--- src/rtl/fetch_pkg.sv ---
// ---------------------------------------------------------------------------
// fetch_pkg
// Shared definitions for the instruction-fetch stage: default bus widths,
// the NOP encoding, the fetch FSM state encoding, the PC increment and the
// select codes that the FSM uses to steer the PC generator.
// ---------------------------------------------------------------------------
package fetch_pkg;

    localparam int ADDR_SIZE_DEF  = 32;
    localparam int INSTR_SIZE_DEF = 32;
    localparam int PC_INC         = 4;

    // All-zero instruction word is a NOP in this ISA.
    localparam logic [INSTR_SIZE_DEF-1:0] NOP = '0;

    typedef enum logic [1:0] {
        FETCH = 2'd0,   // request outstanding for pc
        HOLD  = 2'd1,   // response buffered while IF/ID is stalled
        DROP  = 2'd2    // waiting out a request made stale by a redirect
    } fetch_state_e;

    // Next-value selects for the pc register.
    typedef enum logic [1:0] {
        PC_KEEP  = 2'd0,
        PC_NEXT  = 2'd1,
        PC_REDIR = 2'd2
    } pc_sel_e;

    // Next-value selects for the request-address register.
    typedef enum logic [1:0] {
        REQ_KEEP  = 2'd0,
        REQ_NEXT  = 2'd1,   // pc + 4
        REQ_REDIR = 2'd2,   // aligned redirect target
        REQ_PC    = 2'd3    // current pc (end of a stale request)
    } req_sel_e;

endpackage

--- src/rtl/fetch_pc_gen.sv ---
// ---------------------------------------------------------------------------
// fetch_pc_gen
// Program-counter and request-address registers for the fetch stage, with
// the +4 adder and the redirect mux. The FSM in fetch_stage chooses what
// each register loads next.
//
// Ports:
//   clk, rst_n      clock, asynchronous active-low reset
//   pc_sel_i        next-value select for pc
//   req_sel_i       next-value select for req_addr
//   redirect_pc_i   redirect target (low two bits ignored)
//   pc_o            next instruction to deliver
//   req_addr_o      address driven onto the instruction-memory bus
// ---------------------------------------------------------------------------
module fetch_pc_gen
    import fetch_pkg::*;
#(
    parameter int                   ADDR_SIZE = ADDR_SIZE_DEF,
    parameter logic [ADDR_SIZE-1:0] RESET_PC  = 32'h0000_1000
) (
    input  logic                 clk,
    input  logic                 rst_n,
    input  pc_sel_e              pc_sel_i,
    input  req_sel_e             req_sel_i,
    input  logic [ADDR_SIZE-1:0] redirect_pc_i,
    output logic [ADDR_SIZE-1:0] pc_o,
    output logic [ADDR_SIZE-1:0] req_addr_o
);

    logic [ADDR_SIZE-1:0] pc_q, pc_d;
    logic [ADDR_SIZE-1:0] req_addr_q, req_addr_d;
    logic [ADDR_SIZE-1:0] pc_next;
    logic [ADDR_SIZE-1:0] redir_aligned;

    // Addition wraps naturally at 2^ADDR_SIZE.
    assign pc_next       = pc_q + ADDR_SIZE'(PC_INC);
    assign redir_aligned = {redirect_pc_i[ADDR_SIZE-1:2], 2'b00};

    always_comb begin
        unique case (pc_sel_i)
            PC_NEXT:  pc_d = pc_next;
            PC_REDIR: pc_d = redir_aligned;
            default:  pc_d = pc_q;
        endcase

        unique case (req_sel_i)
            REQ_NEXT:  req_addr_d = pc_next;
            REQ_REDIR: req_addr_d = redir_aligned;
            REQ_PC:    req_addr_d = pc_q;
            default:   req_addr_d = req_addr_q;
        endcase
    end

    // NOTE: sequential state is written with non-blocking assignments so every
    // register samples the pre-edge values of its neighbours.
    always_ff @(posedge clk or negedge rst_n) begin
        if (!rst_n) begin
            pc_q       <= RESET_PC;
            req_addr_q <= RESET_PC;
        end else begin
            pc_q       <= pc_d;
            req_addr_q <= req_addr_d;
        end
    end

    assign pc_o       = pc_q;
    assign req_addr_o = req_addr_q;

endmodule

--- src/rtl/fetch_stage.sv ---
// ---------------------------------------------------------------------------
// fetch_stage
// Instruction-fetch stage feeding the IF/ID register. Issues one
// instruction-memory request at a time over a level req/ack handshake,
// delivers {pc, instruction} pairs combinationally on the ack, buffers a
// response while the pipeline is stalled, and discards responses made stale
// by a branch/exception redirect.
//
// Ports:
//   clk, rst_n                 clock, asynchronous active-low reset
//   stall                      hazard-unit stall (also stalls IF/ID)
//   redirect, redirect_pc      flush fetch and restart at redirect_pc
//   imem_req, imem_addr        memory request and its address
//   imem_ack, imem_rdata       memory response and instruction word
//   pc_out, instr_out          pair presented to IF/ID (zero when invalid)
//   valid_out                  pair is a real instruction
// ---------------------------------------------------------------------------
module fetch_stage
    import fetch_pkg::*;
#(
    parameter int                   ADDR_SIZE  = ADDR_SIZE_DEF,
    parameter int                   INSTR_SIZE = INSTR_SIZE_DEF,
    parameter logic [ADDR_SIZE-1:0] RESET_PC   = 32'h0000_1000
) (
    input  logic                  clk,
    input  logic                  rst_n,
    input  logic                  stall,
    input  logic                  redirect,
    input  logic [ADDR_SIZE-1:0]  redirect_pc,
    output logic                  imem_req,
    output logic [ADDR_SIZE-1:0]  imem_addr,
    input  logic                  imem_ack,
    input  logic [INSTR_SIZE-1:0] imem_rdata,
    output logic [ADDR_SIZE-1:0]  pc_out,
    output logic [INSTR_SIZE-1:0] instr_out,
    output logic                  valid_out
);

    fetch_state_e          state_q, state_d;
    logic [INSTR_SIZE-1:0] hold_instr_q, hold_instr_d;
    pc_sel_e               pc_sel;
    req_sel_e              req_sel;
    logic [ADDR_SIZE-1:0]  pc;
    logic                  req_raw;
    logic                  valid_raw;
    logic [INSTR_SIZE-1:0] instr_raw;

    fetch_pc_gen #(
        .ADDR_SIZE (ADDR_SIZE),
        .RESET_PC  (RESET_PC)
    ) u_pc_gen (
        .clk           (clk),
        .rst_n         (rst_n),
        .pc_sel_i      (pc_sel),
        .req_sel_i     (req_sel),
        .redirect_pc_i (redirect_pc),
        .pc_o          (pc),
        .req_addr_o    (imem_addr)
    );

    // Priority inside every state: redirect, then ack, then stall.
    always_comb begin
        // NOTE: every signal assigned here gets a default first, so no path
        // through the case statement can leave one unassigned and infer a latch.
        state_d      = state_q;
        hold_instr_d = hold_instr_q;
        pc_sel       = PC_KEEP;
        req_sel      = REQ_KEEP;
        req_raw      = 1'b0;
        valid_raw    = 1'b0;
        instr_raw    = imem_rdata;

        unique case (state_q)
            FETCH: begin
                req_raw = 1'b1;
                if (redirect) begin
                    pc_sel = PC_REDIR;
                    if (imem_ack) begin
                        req_sel = REQ_REDIR;
                    end else begin
                        // Address must stay stable until the old request is acked.
                        state_d = DROP;
                    end
                end else if (imem_ack) begin
                    valid_raw = 1'b1;
                    if (stall) begin
                        // Shown this cycle but IF/ID ignores it; replay from HOLD.
                        hold_instr_d = imem_rdata;
                        state_d      = HOLD;
                    end else begin
                        pc_sel  = PC_NEXT;
                        req_sel = REQ_NEXT;
                    end
                end
            end

            HOLD: begin
                if (redirect) begin
                    pc_sel  = PC_REDIR;
                    req_sel = REQ_REDIR;
                    state_d = FETCH;
                end else begin
                    valid_raw = 1'b1;
                    instr_raw = hold_instr_q;
                    if (!stall) begin
                        pc_sel  = PC_NEXT;
                        req_sel = REQ_NEXT;
                        state_d = FETCH;
                    end
                end
            end

            DROP: begin
                req_raw = 1'b1;
                if (redirect) begin
                    pc_sel = PC_REDIR;
                end
                if (imem_ack) begin
                    // A redirect arriving with the ack already holds the newest target.
                    req_sel = redirect ? REQ_REDIR : REQ_PC;
                    state_d = FETCH;
                end
            end

            default: begin
                state_d = FETCH;
            end
        endcase
    end

    // NOTE: hold_instr is a single datapath register, so it takes a reset value
    // along with the control state; nothing here is a memory array.
    always_ff @(posedge clk or negedge rst_n) begin
        if (!rst_n) begin
            state_q      <= FETCH;
            hold_instr_q <= NOP;
        end else begin
            state_q      <= state_d;
            hold_instr_q <= hold_instr_d;
        end
    end

    // Gating with rst_n keeps the request low and the outputs cleared for as
    // long as reset is held, even though the state already reads FETCH.
    assign imem_req  = rst_n & req_raw;
    assign valid_out = rst_n & valid_raw;
    assign instr_out = valid_out ? instr_raw : NOP;
    assign pc_out    = valid_out ? pc : '0;

endmodule

--- config.mk ---
export PLATFORM = sky130hd
export DESIGN_NAME = fetch_stage
export DESIGN_NICKNAME = d
export VERILOG_FILES = /design/src/rtl/fetch_pkg.sv /design/src/rtl/fetch_pc_gen.sv /design/src/rtl/fetch_stage.sv
export SDC_FILE = /design/constraint.sdc
export NUM_CORES = 1
export LEC_CHECK = 0
export ABC_AREA = 1
export CELL_PAD_IN_SITES_DETAIL_PLACEMENT = 2
export CELL_PAD_IN_SITES_GLOBAL_PLACEMENT = 2
export CORE_MARGIN = 2
export CORE_UTILIZATION = 23
export CTS_BUF_LIST = sky130_fd_sc_hd__clkbuf_4 sky130_fd_sc_hd__clkbuf_8 sky130_fd_sc_hd__clkbuf_16
export CTS_CLUSTER_SIZE = 24
export DETAILED_ROUTE_END_ITERATION = 10
export GPL_ROUTABILITY_DRIVEN = 1
export PLACE_DENSITY_LB_ADDON = 0.1
export SLEW_MARGIN = 20
export SYNTH_ARGS = -nofsm -noshare
export SYNTH_HDL_FRONTEND = slang
export SYNTH_SLANG_ARGS = --single-unit
--- constraint.sdc ---
create_clock -name clk -period 2.05 [get_ports clk]
set_clock_uncertainty 0.05 [all_clocks]
set_input_delay 0.41 -clock clk [delete_from_list [all_inputs] [get_ports clk]]
set_output_delay 0.41 -clock clk [all_outputs]
set_load 0.01 [all_outputs]
==> impl_metrics.toml <==
[global_route]
grt_pass1_vias = 7448
grt_max_degree = 96
grt_use_total_pct = 20.5
grt.overflow.total = 0
antenna_found_initial = 0
grt_pass1_wl_um = 42400

[timing]
fmax_mhz = 443
hold_ws_ps = 220
drv_slew = 0
finalSetupViolCount = 63
fin_tns_setup_ps = -10260
worst_slew_pin_slew_ps = 664
finalHoldViolations = 0
relSlewSlack_pct = 55.7
period_minus_slack_ps = 2260
layout_setup_ws_ps = -210
rsz0062_at_grt = "yes"
fin_crit_sh_pct = 110

[synth]
ys_ff_latch = 95
yosysTopAreaCell = "dfrtp_1"
synth.avg_cell_area_um2 = 6.62
synth.area.top_cells = "dfrtp_1, nand2_1, o21ai_0"
synth.distinct_cells = 30
synth_top_area_share_pct = 39.4
synthesis.instances = 893
yosys_warnings = 0
yosysSeqAreaShare_pct = 40.3
synth_area_mm2 = 0.00591

[routing]
totalWireLength_um = 28100
drtIter0Drc = 243
vias = 6929
viasPerCell = 4.73
wl_met2_um = 13500
top_layer_used = "met4"
wl_met3_um = 952
ant_nets = 0
first_pass_iters = 4
drc = 0
wl_met1_um = 13300
wire_per_inst_um = 19.2

[floorplan]
rows = 58
initial_core_util_pct = 23.5
core-area_mm2 = 0.0252
die_height_um = 164
dieArea_mm2 = 0.0270
io_pins = 167
die_x_um = 164

[clock_network]
cts_sinks = 95
clk_latency_ps = 360
cts_tree = "built"
root_buffer = "clkbuf_16"
clk_pin_slew_ps = 70
clk_path_buf_depth = 2
cts_htree_levels = 3
cts_buffers = 9

[critical_path]
startpoint_type = "flip-flop"
path_buf_inv = 5
critPathTopFamily = "buffers and inverters"
r2r_slack_ps = 80
critPathSlowestCell = "dfrtp_1"
worstReg2RegEnd = "u_pc_gen.req_addr_o[24]$_DFFE_PN0P_"
crit_type = "flip-flop to output port"
crit_cells = 9
reg2regPathDepth = 11
r2r_start = "state_q[0]$_DFFE_PN0P_"
cp_cell_sequence = "buf_6 > nor2_4 > nand3_4 > clkinv_4 > buf_12 > buf_16 > o21ai_2 > a21oi_2 > buf_2"
worstPathArrival_ps = 1800
crit_required_ps = 1590
cp_slowest_stage_delay_ps = 400
cp-end-kind = "output port"
crit_fanout = 8

[final_layout]
fin_area_mm2 = 0.00986
nets = 1201
final_cell_mix = "nand2_1, nor2_1, clkdlybuf4s50_1"
fillers = 2849
regArea_mm2 = 0.00238
drive_gt1_share_pct = 27.4
final_common_cell = "nand2_1"
diodes = 0
syn_to_final_growth_pct = 66.9
stdcell_count = 1465
multi_input_area_mm2 = 0.00353

[pwr]
power_density_mw_per_mm2 = 762
power.leakage_nw = 4.45
p_comb_share_pct = 35.8
switching_share_pct = 36.9
p_clk_share_pct = 27.8
p_int_mw = 4.74
netSwitchingPower_mw = 2.77
power_mw = 7.51
ir_drop_uv = 347
p_seq_share_pct = 36.4

[outcome]
status = "finished with violations"
violations = "setup timing"

[placement]
dpl_cell_area_mm2 = 0.00849
dpl.cell_count = 1418
port_buffers = 162
gp_congestion = 0.777
hpwl_um = 18700

[run]
maxCapViolations = 0

[hold_path]
hold_path_class = "input pin to asynchronous set/reset pin"
[power by group through the flow]
| stage | combinational (mW) | sequential [mW] | clock [mW] |
|---|---|---|---|
| after floorplan | 1.11 | 2.68 | 0 |
| after global placement | 2.34 | 2.71 | 0 |
| after detailed placement | 2.40 | 2.72 | 0 |
| after CTS | 2.50 | 2.72 | 2.13 |
| after global routing | 3.00 | 2.81 | 2.21 |
| final | 2.69 | 2.74 | 2.08 |
[layout make-up]
class	count	share of cell area, %
Multi-Input combinational cell	655	35.8
Clock inverter	6	1.17
Clock buffer	10	2.36
Tap cell	330	4.19
Inverter	95	3.82
Timing Repair Buffer	274	28.6
Sequential cell	95	24.1
[worst register-to-register path, delay by kind of cell, from the launching register on]
family	cells	cell delay (ps)
flip-flops	1	390
AND/OR/NAND/NOR	4	470
buffers and inverters	6	890
AO/OA/AOI/OAI	1	50
[Yosys cell counts (all sizes together)]
master and n:
a211oi 1, a21oi 69, a22oi 1, a41oi 2
buf 25, clkbuf 24, clkinv 1, conb 1
dfrtp 93, dfstp 2, ha 2, inv 94
nand2 234, nand3 24, nand4 4, nor2 160
o211ai 4, o21ai 134, o22ai 7, or2 1
xor2 10
[how the worst max path moves through the flow]
stage,start,to,slack [ps]
2_1_floorplan,state_q[1]$_DFFE_PN0P_,u_pc_gen.pc_o[8]$_DFFE_PN0P_,30
3_3_place_gp,redirect,instr_out[2],-690
5_1_grt,state_q[1]$_DFFE_PN0P_,instr_out[28],-290
3_5_place_dp,redirect,instr_out[23],-710
4_1_cts,state_q[1]$_DFFE_PN0P_,instr_out[13],-250
6_report,state_q[1]$_DFFE_PN0P_,instr_out[0],-210
[metrics by stage]
stage               utilization (%)  worst slack [ps]
floorplan                         -              34.8
CTS                            36.4              -248
detailed placement             33.7              -709
global route                   39.2              -294
finish                         39.2              -210
global placement               33.7              -687
[layer usage]
layer	up-vias	global-route usage [%]
met2	120	33.7
met4	0	3.79
met1	3482	28.6
met3	24	3.16
li1	3303	-
met5	-	0
[kinds of logic after synthesis]
| group | share of synthesized area [%] |
|---|---|
| DFF | 40.3 |
| adders and majority gates | 0.423 |
| buffers and inverters | 10.1 |
| and+or+nand+nor | 28.7 |
| other | 0.0635 |
| AOI/OAI and AO/OA | 19.0 |
| xor gates and xnor gates | 1.48 |
[sequential cells by signal (all words and copies together) (netlist names)]
register and cells:
state_q 2, u_pc_gen.req_addr_o 31, hold_instr_q 32, u_pc_gen.pc_o 30
[what timing repair did]
action | in CTS | in global routing
buffers inserted | 9 | 16
setup endpoints to repair | 83 | 111
resized for setup | 379 | 134
hold buffers | 0 | 0
gates cloned | 9 | 4
pin swaps | 8 | 18
(Power assumes the default switching activity.)
